===== src/rtl/if_fetch.sv =====
// if_fetch: instruction-fetch controller feeding the PC register, issuing imem reads and buffering fetched words for decode (optional IF_BYPASS_EN forwards a response straight to decode)
module if_fetch #(
  parameter logic [31:0] RESET_VEC = 32'h0000_0000,
  parameter int          BUF_DEPTH = 2
) (
  input  logic        clk,
  input  logic        rst,
  input  logic [31:0] pc_out,
  output logic        pc_en,
  output logic [31:0] pc_in,
  output logic        imem_req_valid,
  input  logic        imem_req_ready,
  output logic [31:0] imem_addr,
  input  logic        imem_rsp_valid,
  input  logic [31:0] imem_rsp_data,
  input  logic        redirect_valid,
  input  logic [31:0] redirect_pc,
  output logic        id_valid,
  input  logic        id_ready,
  output logic [31:0] id_instr,
  output logic [31:0] id_pc
);
  localparam int AW = $clog2(BUF_DEPTH);
  typedef enum logic [1:0] {BOOT, REQ, WAIT, FLUSH} state_t;
  state_t        state_q, state_d;
  logic          out_q, out_d;
  logic [31:0]   req_pc_q;
  logic [31:0]   instr_q [BUF_DEPTH];
  logic [31:0]   ipc_q [BUF_DEPTH];
  logic [AW-1:0] wr_q, rd_q;
  logic [AW:0]   cnt_q;
  logic [AW+1:0] occ;
  logic          hs, redir, rsp_wait, byp, push, pop;
  assign redir    = redirect_valid & (state_q != BOOT);
  assign rsp_wait = imem_rsp_valid & (state_q == WAIT);
  assign occ      = {1'b0, cnt_q} + {{(AW+1){1'b0}}, out_q};
  assign imem_req_valid = rst & (state_q == REQ) & (occ < (AW+2)'(BUF_DEPTH));
  assign imem_addr = pc_out;
  assign hs        = imem_req_valid & imem_req_ready;
`ifdef IF_BYPASS_EN
  assign byp = rsp_wait & ~redir & (cnt_q == '0) & id_ready;
`else
  assign byp = 1'b0;
`endif
  assign push     = rsp_wait & ~redir & ~byp;
  assign pop      = id_ready & (cnt_q != '0);
  assign id_valid = byp | (cnt_q != '0);
  assign id_instr = byp ? imem_rsp_data : instr_q[rd_q];
  assign id_pc    = byp ? req_pc_q : ipc_q[rd_q];
  // state register, outstanding-request flag and captured request address
  always_ff @(posedge clk) begin
    if (!rst) begin
      state_q  <= BOOT;
      out_q    <= 1'b0;
      req_pc_q <= '0;
    end else begin
      state_q <= state_d;
      out_q   <= out_d;
      if (hs) req_pc_q <= pc_out;
    end
  end
  // next state: a redirect lands in FLUSH only while a response is still owed
  always_comb begin
    state_d = state_q;
    case (state_q)
      BOOT:    state_d = REQ;
      REQ:     state_d = hs ? (redir ? FLUSH : WAIT) : REQ;
      WAIT:    state_d = imem_rsp_valid ? REQ : (redir ? FLUSH : WAIT);
      default: state_d = imem_rsp_valid ? REQ : FLUSH;
    endcase
    out_d = (state_d == WAIT) | (state_d == FLUSH);
  end
  // PC update: reset vector in BOOT, redirect overrides the sequential +4
  always_comb begin
    pc_en = rst & ((state_q == BOOT) | redir | hs);
    pc_in = !rst ? '0 : (state_q == BOOT) ? RESET_VEC : redir ? redirect_pc : hs ? pc_out + 32'd4 : '0;
  end
  // instruction buffer; a redirect empties it and beats any push or pop
  always_ff @(posedge clk) begin
    if (!rst) begin
      wr_q  <= '0;
      rd_q  <= '0;
      cnt_q <= '0;
      for (int i = 0; i < BUF_DEPTH; i++) begin
        instr_q[i] <= '0;
        ipc_q[i]   <= '0;
      end
    end else if (redir) begin
      wr_q  <= '0;
      rd_q  <= '0;
      cnt_q <= '0;
    end else begin
      if (push) begin
        instr_q[wr_q] <= imem_rsp_data;
        ipc_q[wr_q]   <= req_pc_q;
        wr_q          <= wr_q + 1'b1;
      end
      if (pop) rd_q <= rd_q + 1'b1;
      cnt_q <= cnt_q + (AW+1)'(push) - (AW+1)'(pop);
    end
  end
endmodule


===== config.mk =====
export PLATFORM = sky130hd
export DESIGN_NAME = if_fetch
export DESIGN_NICKNAME = d
export VERILOG_FILES = /design/src/rtl/if_fetch.sv
export SDC_FILE = /design/constraint.sdc
export NUM_CORES = 1
export LEC_CHECK = 0
export ABC_AREA = 1
export CORE_MARGIN = 5
export CORE_UTILIZATION = 25
export CTS_CLUSTER_DIAMETER = 100
export DETAILED_ROUTE_END_ITERATION = 8
export SYNTH_ARGS = -nofsm -noshare
export SYNTH_HDL_FRONTEND = slang
export SYNTH_SLANG_ARGS = --single-unit

===== constraint.sdc =====
create_clock -name clk -period 4.7 [get_ports clk]
set_input_delay 0.94 -clock clk [delete_from_list [all_inputs] [get_ports clk]]
set_output_delay 0.94 -clock clk [all_outputs]
set_load 0.01 [all_outputs]

# After elaboration in Yosys (flattened, before gate mapping)

Memory sizes are Yosys's and may differ from the RTL's. A register that Yosys moved wholly into a read port is not among the register bits.
Cells that the tools add are included.

Bits of input ports: 102
Output and inout bits: 131
Memory bits (writable): 128
Logic and storage cells: 62
Bits in registers: 39
Memories kept: 2

Multiplexer cells: 24
$add $sub $neg: 6
Reductions and logical operators: 6
Bitwise operators: 13
Equal/unequal tests: 4
Order comparisons: 1

Memories:

| name    | words | width | rd ports | clocked after Yosys merged registers in | wr ports | RTL line | text |
|---|---|---|---|---|---|---|---|
| instr_q | 2     | 32    | 1        | 1                                       | 2        | 28       | `logic [31:0] instr_q [BUF_DEPTH];` |
| ipc_q   | 2     | 32    | 1        | 1                                       | 2        | 29       | `logic [31:0] ipc_q [BUF_DEPTH];` |

Operator list:

| cell                                                                          | number |
|---|---|
| 32-bit two-way mux                                                            | 6 |
| 32-bit OR reduction                                                           | 2 |
| 32-bit by 3-bit adder with 32-bit output (second input constant)              | 1 |
| 1-bit two-way mux                                                             | 14 |
| 1-bit bitwise AND                                                             | 8 |
| 2-bit == test (second input constant)                                         | 3 |
| 2-bit two-way mux                                                             | 3 |
| 2-bit case mux with 3 select lines                                            | 1 |
| 2-bit nonzero test                                                            | 2 |
| 2-bit by 1-bit adder with 3-bit output                                        | 1 |
| 3-bit by 2-bit less-than comparator with 1-bit output (second input constant) | 1 |
| 1-bit OR                                                                      | 3 |
| 1-bit adder (second input constant)                                           | 2 |
| 2-bit by 1-bit adder with 2-bit output                                        | 1 |
| 2-bit by 1-bit == test with 1-bit output (second input constant)              | 1 |
| 2-bit logical NOT                                                             | 1 |
| 1-bit inverter                                                                | 2 |
| 2-bit OR reduction                                                            | 1 |
| 2-bit by 1-bit subtractor with 2-bit output                                   | 1 |

# Longest topological paths before layout

Depth after elaboration: 10
Depth in mapped cells: 10
Mapped depth without buffers: 10

# Worst setup path before layout

No wires, ideal clock.

Kind: input -> register
From: in imem_rsp_valid
To: mem instr_q[0][0] (enable)
Buffers on the path: 2
Data arrival time: 3038 ps
Required time: 4276 ps
Setup slack: 1238 ps
Setup time: 424 ps
Stages: 6
Cell sequence: inv_1 -> nor3_4 -> nand3_1 -> buf_4 -> buf_6 -> nand2_1

RTL lines:

| element            | RTL line | text |
|---|---|---|
| start: declaration | 14       | `input logic imem_rsp_valid,` |
| end: declaration   | 28       |  |

# Worst setup path in the final report

From: in pc_out[2]
To: out pc_in[14]

Cells in the longest elaborated chain, start to end: 5

Ends and longest elaborated chain:

| element                                  | RTL line | text |
|---|---|---|
| start: declaration                       | 8        | `input logic [31:0] pc_out,` |
| 32-bit by 3-bit adder with 32-bit output | 76       | `pc_in = !rst ? '0 : (state_q == BOOT) ? RESET_VEC : redir ? redirect_pc : hs ? pc_out + 32'd4 : '0;` |
| 32-bit two-way mux (4 in a row)          | 76       |  |
| end: declaration                         | 10       | `output logic [31:0] pc_in,` |

Every way passes these cells.

==> flow_metrics.env <==
export IMPL_timing_final_crit_share=0.950
export IMPL_cts_post_setup_buffers_inserted=0
export IMPL_rsz0062_at_grt="no"
export IMPL_drv_cap=0
export IMPL_critPathRequiredTime_ps=3760
export IMPL_async_flop_share=0
export IMPL_clkLatencyLatePin_ps=430
export IMPL_synthDominantCellAreaShare=0.453
export IMPL_power_density_nw_per_um2=296
export IMPL_dr_first_iter_drc_count=389
export IMPL_via_per_inst=4.38
export IMPL_fin_worst_skew_ps=10.6
export IMPL_nets=1196
export IMPL_cts_sinks=167
export IMPL_antenna_cells=0
export IMPL_drive_above_1_share=0.143
export IMPL_yosysWarnings=0
export IMPL_finalHoldViolCount=0
export IMPL_fmax_mhz=224
export IMPL_period_minus_slack_ps=4470
export IMPL_first_pass_iters=5
export IMPL_syn_nets=1001
export IMPL_place_area_sq_um=11100
export IMPL_irDropWorstVdd_mv=0.204
export IMPL_grt_remaining_overflow=0
export IMPL_p_leak_uw=0.00428
export IMPL_die_area_sq_um=37700
export IMPL_end_kind="output port"
export IMPL_route_vias_total=6792
export IMPL_die_h_um=194
export IMPL_grt_util_all_layers=0.135
export IMPL_ctsHtreeMaxLevel=4
export IMPL_drt_wl_total_um=26000
export IMPL_slew_headroom=0.319
export IMPL_final_area_sq_um=11600
export IMPL_outcome="complete, no violations"
export IMPL_start_util=0.253
export IMPL_syn_cell_area_sq_um=8480
export IMPL_grt_max_degree=65
export IMPL_synth_common_cells="nor2_1 (163), edfxtp_1 (128), nand2_1 (115)"
export IMPL_clk_path_buf_depth=2
export IMPL_crit_fanout=11
export IMPL_stdcell_count=1552
export IMPL_core_sq_um=33500
export IMPL_antenna_found_initial=0
export IMPL_synth_area_per_cell_sq_um=9.47
export IMPL_cts_tree="built"
export IMPL_setup_viol=0
export IMPL_cts_resized=0
export IMPL_grt_pass1_vias=6913
export IMPL_num_rows=67
export IMPL_setup_tns_ps=0
export IMPL_critPathArrivalTime_ps=3530
export IMPL_drc=0
export IMPL_start_kind="input port"
export IMPL_syn_inst=896
export IMPL_ys_seq_area_frac=0.545
export IMPL_synthToLayoutAreaGrowth_pct=37.0
export IMPL_cts_root_buf="clkbuf_16"
export IMPL_postRouteAntennaNets=0
export IMPL_cts_made_buffers=17
export IMPL_port_buffers=232
export IMPL_clkTransAtPathRegs_ps=60
export IMPL_p_total_uw=3440
export IMPL_whs_ps=472
export IMPL_tightest_slew_ps=1020
export IMPL_post_drt_wl_per_cell_um=16.7
export IMPL_synthTopCellsByArea="edfxtp_1 (45%), dfxtp_1 (9.2%), mux2_2 (8.5%)"
export IMPL_synth_top_area_cell="edfxtp_1"
export IMPL_criticalPathCategory="in -> out"
export IMPL_placedCellCount=1520
export IMPL_dieWidth_um=194
export IMPL_yosys_most_used_dff="edfxtp_1"
export IMPL_cts_hold_buffers=0
export IMPL_yosysMostFrequentCell="nor2_1"
export IMPL_place_hpwl_um=17800
export IMPL_drv_slew=0
export IMPL_io_pins=233
export IMPL_globalplace_congestion=0.842
export IMPL_yosysUniqueCellTypes=32
export IMPL_ys_seq_elements=167
export IMPL_grt_first_pass_wirelength_um=39900
export IMPL_hold_path_class="reg -> reg"
export IMPL_synth_edf_count=128
## cells by family (layout without fill, tap and decap cells)
logic type | Yosys count | count (layout) | share of synthesized area
xor gates and xnor gates | 11 | 11 | 0.0114
DFF | 167 | 167 | 0.545
muxes | 64 | 64 | 0.0850
adders and majority gates | 3 | 3 | 0.00443
AOI/OAI and AO/OA | 109 | 109 | 0.0686
and+or+nand+nor | 360 | 360 | 0.182
buffers and inverters | 182 | 390 | 0.104
## per-layer routing
layer  GRT usage  up-vias  routed length (um)  part of all wire
met2       0.235      239               12900              0.50
met3      0.0384       23                1660             0.064
met5           0        -                   0                 0
li1            -     3295                   -                 -
met1       0.165     3235               11100              0.43
met4      0.0372        0                 368             0.014
## worst paths after layout
check | from | endpoint | slack (ps) | cells after the start
hold / removal | req_pc_q[0] | req_pc_q[0] | 470 | 2
setup / recovery | pc_out[2] | pc_in[14] | 230 | 10
setup reg to reg | state_q[1] | ipc_q[1][8] | 2410 | 6
hold reg to reg | req_pc_q[0] | req_pc_q[0] | 470 | 2
## state kept, by name, summed over array words and instances (netlist names), named ones only
| name | flops |
|---|---|
| req_pc_q | 32 |
| state_q | 2 |
| wr_q | 1 |
| cnt_q | 2 |
| instr_q | 64 |
| ipc_q | 64 |
| rd_q | 1 |
## placed cells by master, fill, tap and decap left out, drive strengths merged
cell type      Yosys  final
ha                 3      3
inv              109    114
mux2              64     64
a21oi             63     63
o21bai             3      3
clkinv             0      7
a311oi             1      1
bufinv             0      1
or2                3      3
nor2b              1      1
edfxtp           128    128
nor2             195    195
clkdlybuf4s50      0    231
nand2            117    117
nand4              6      6
o211ai             2      2
clkinvlp           0      1
nand3             33     33
dfxtp             39     39
a22oi              7      7
nor3               5      5
xnor2              3      3
clkbuf            16     18
o21ai             32     32
o21a               1      1
xor2               8      8
buf               57     18
## per-stage QoR
stage | utilization | worst slack, ps
after floorplan | - | 1240
after global placement | 0.330 | 315
after detailed placement | 0.330 | 289
after CTS | 0.347 | 259
after global routing | 0.347 | 35.2
final | 0.347 | 234
## worst max-delay path: stages
cell	delay [ps]
clkdlybuf4s50_1	570
ha_1	250
nand3_1	190
inv_1	110
nand2_2	110
nor2_2	410
xor2_1	190
nand2_1	60
a21oi_1	120
clkdlybuf4s50_1	560
## report_power, final
part	internal, uW	switching [uW]	total (uW)
Clock	734	602	1340
Combinational	221	226	447
Sequential	1640	16.6	1650
Total	2590	844	3440
## cell type report
class | count | area, sq um
fill | 3427 | 21900
timing repair buffer | 249 | 2460
tap | 448 | 561
clock inverter | 14 | 124
clock buffer | 18 | 429
multi-input combinational | 547 | 3010
inverter | 109 | 409
sequential | 167 | 4630
Note: power is estimated with default switching activity, not from simulation.
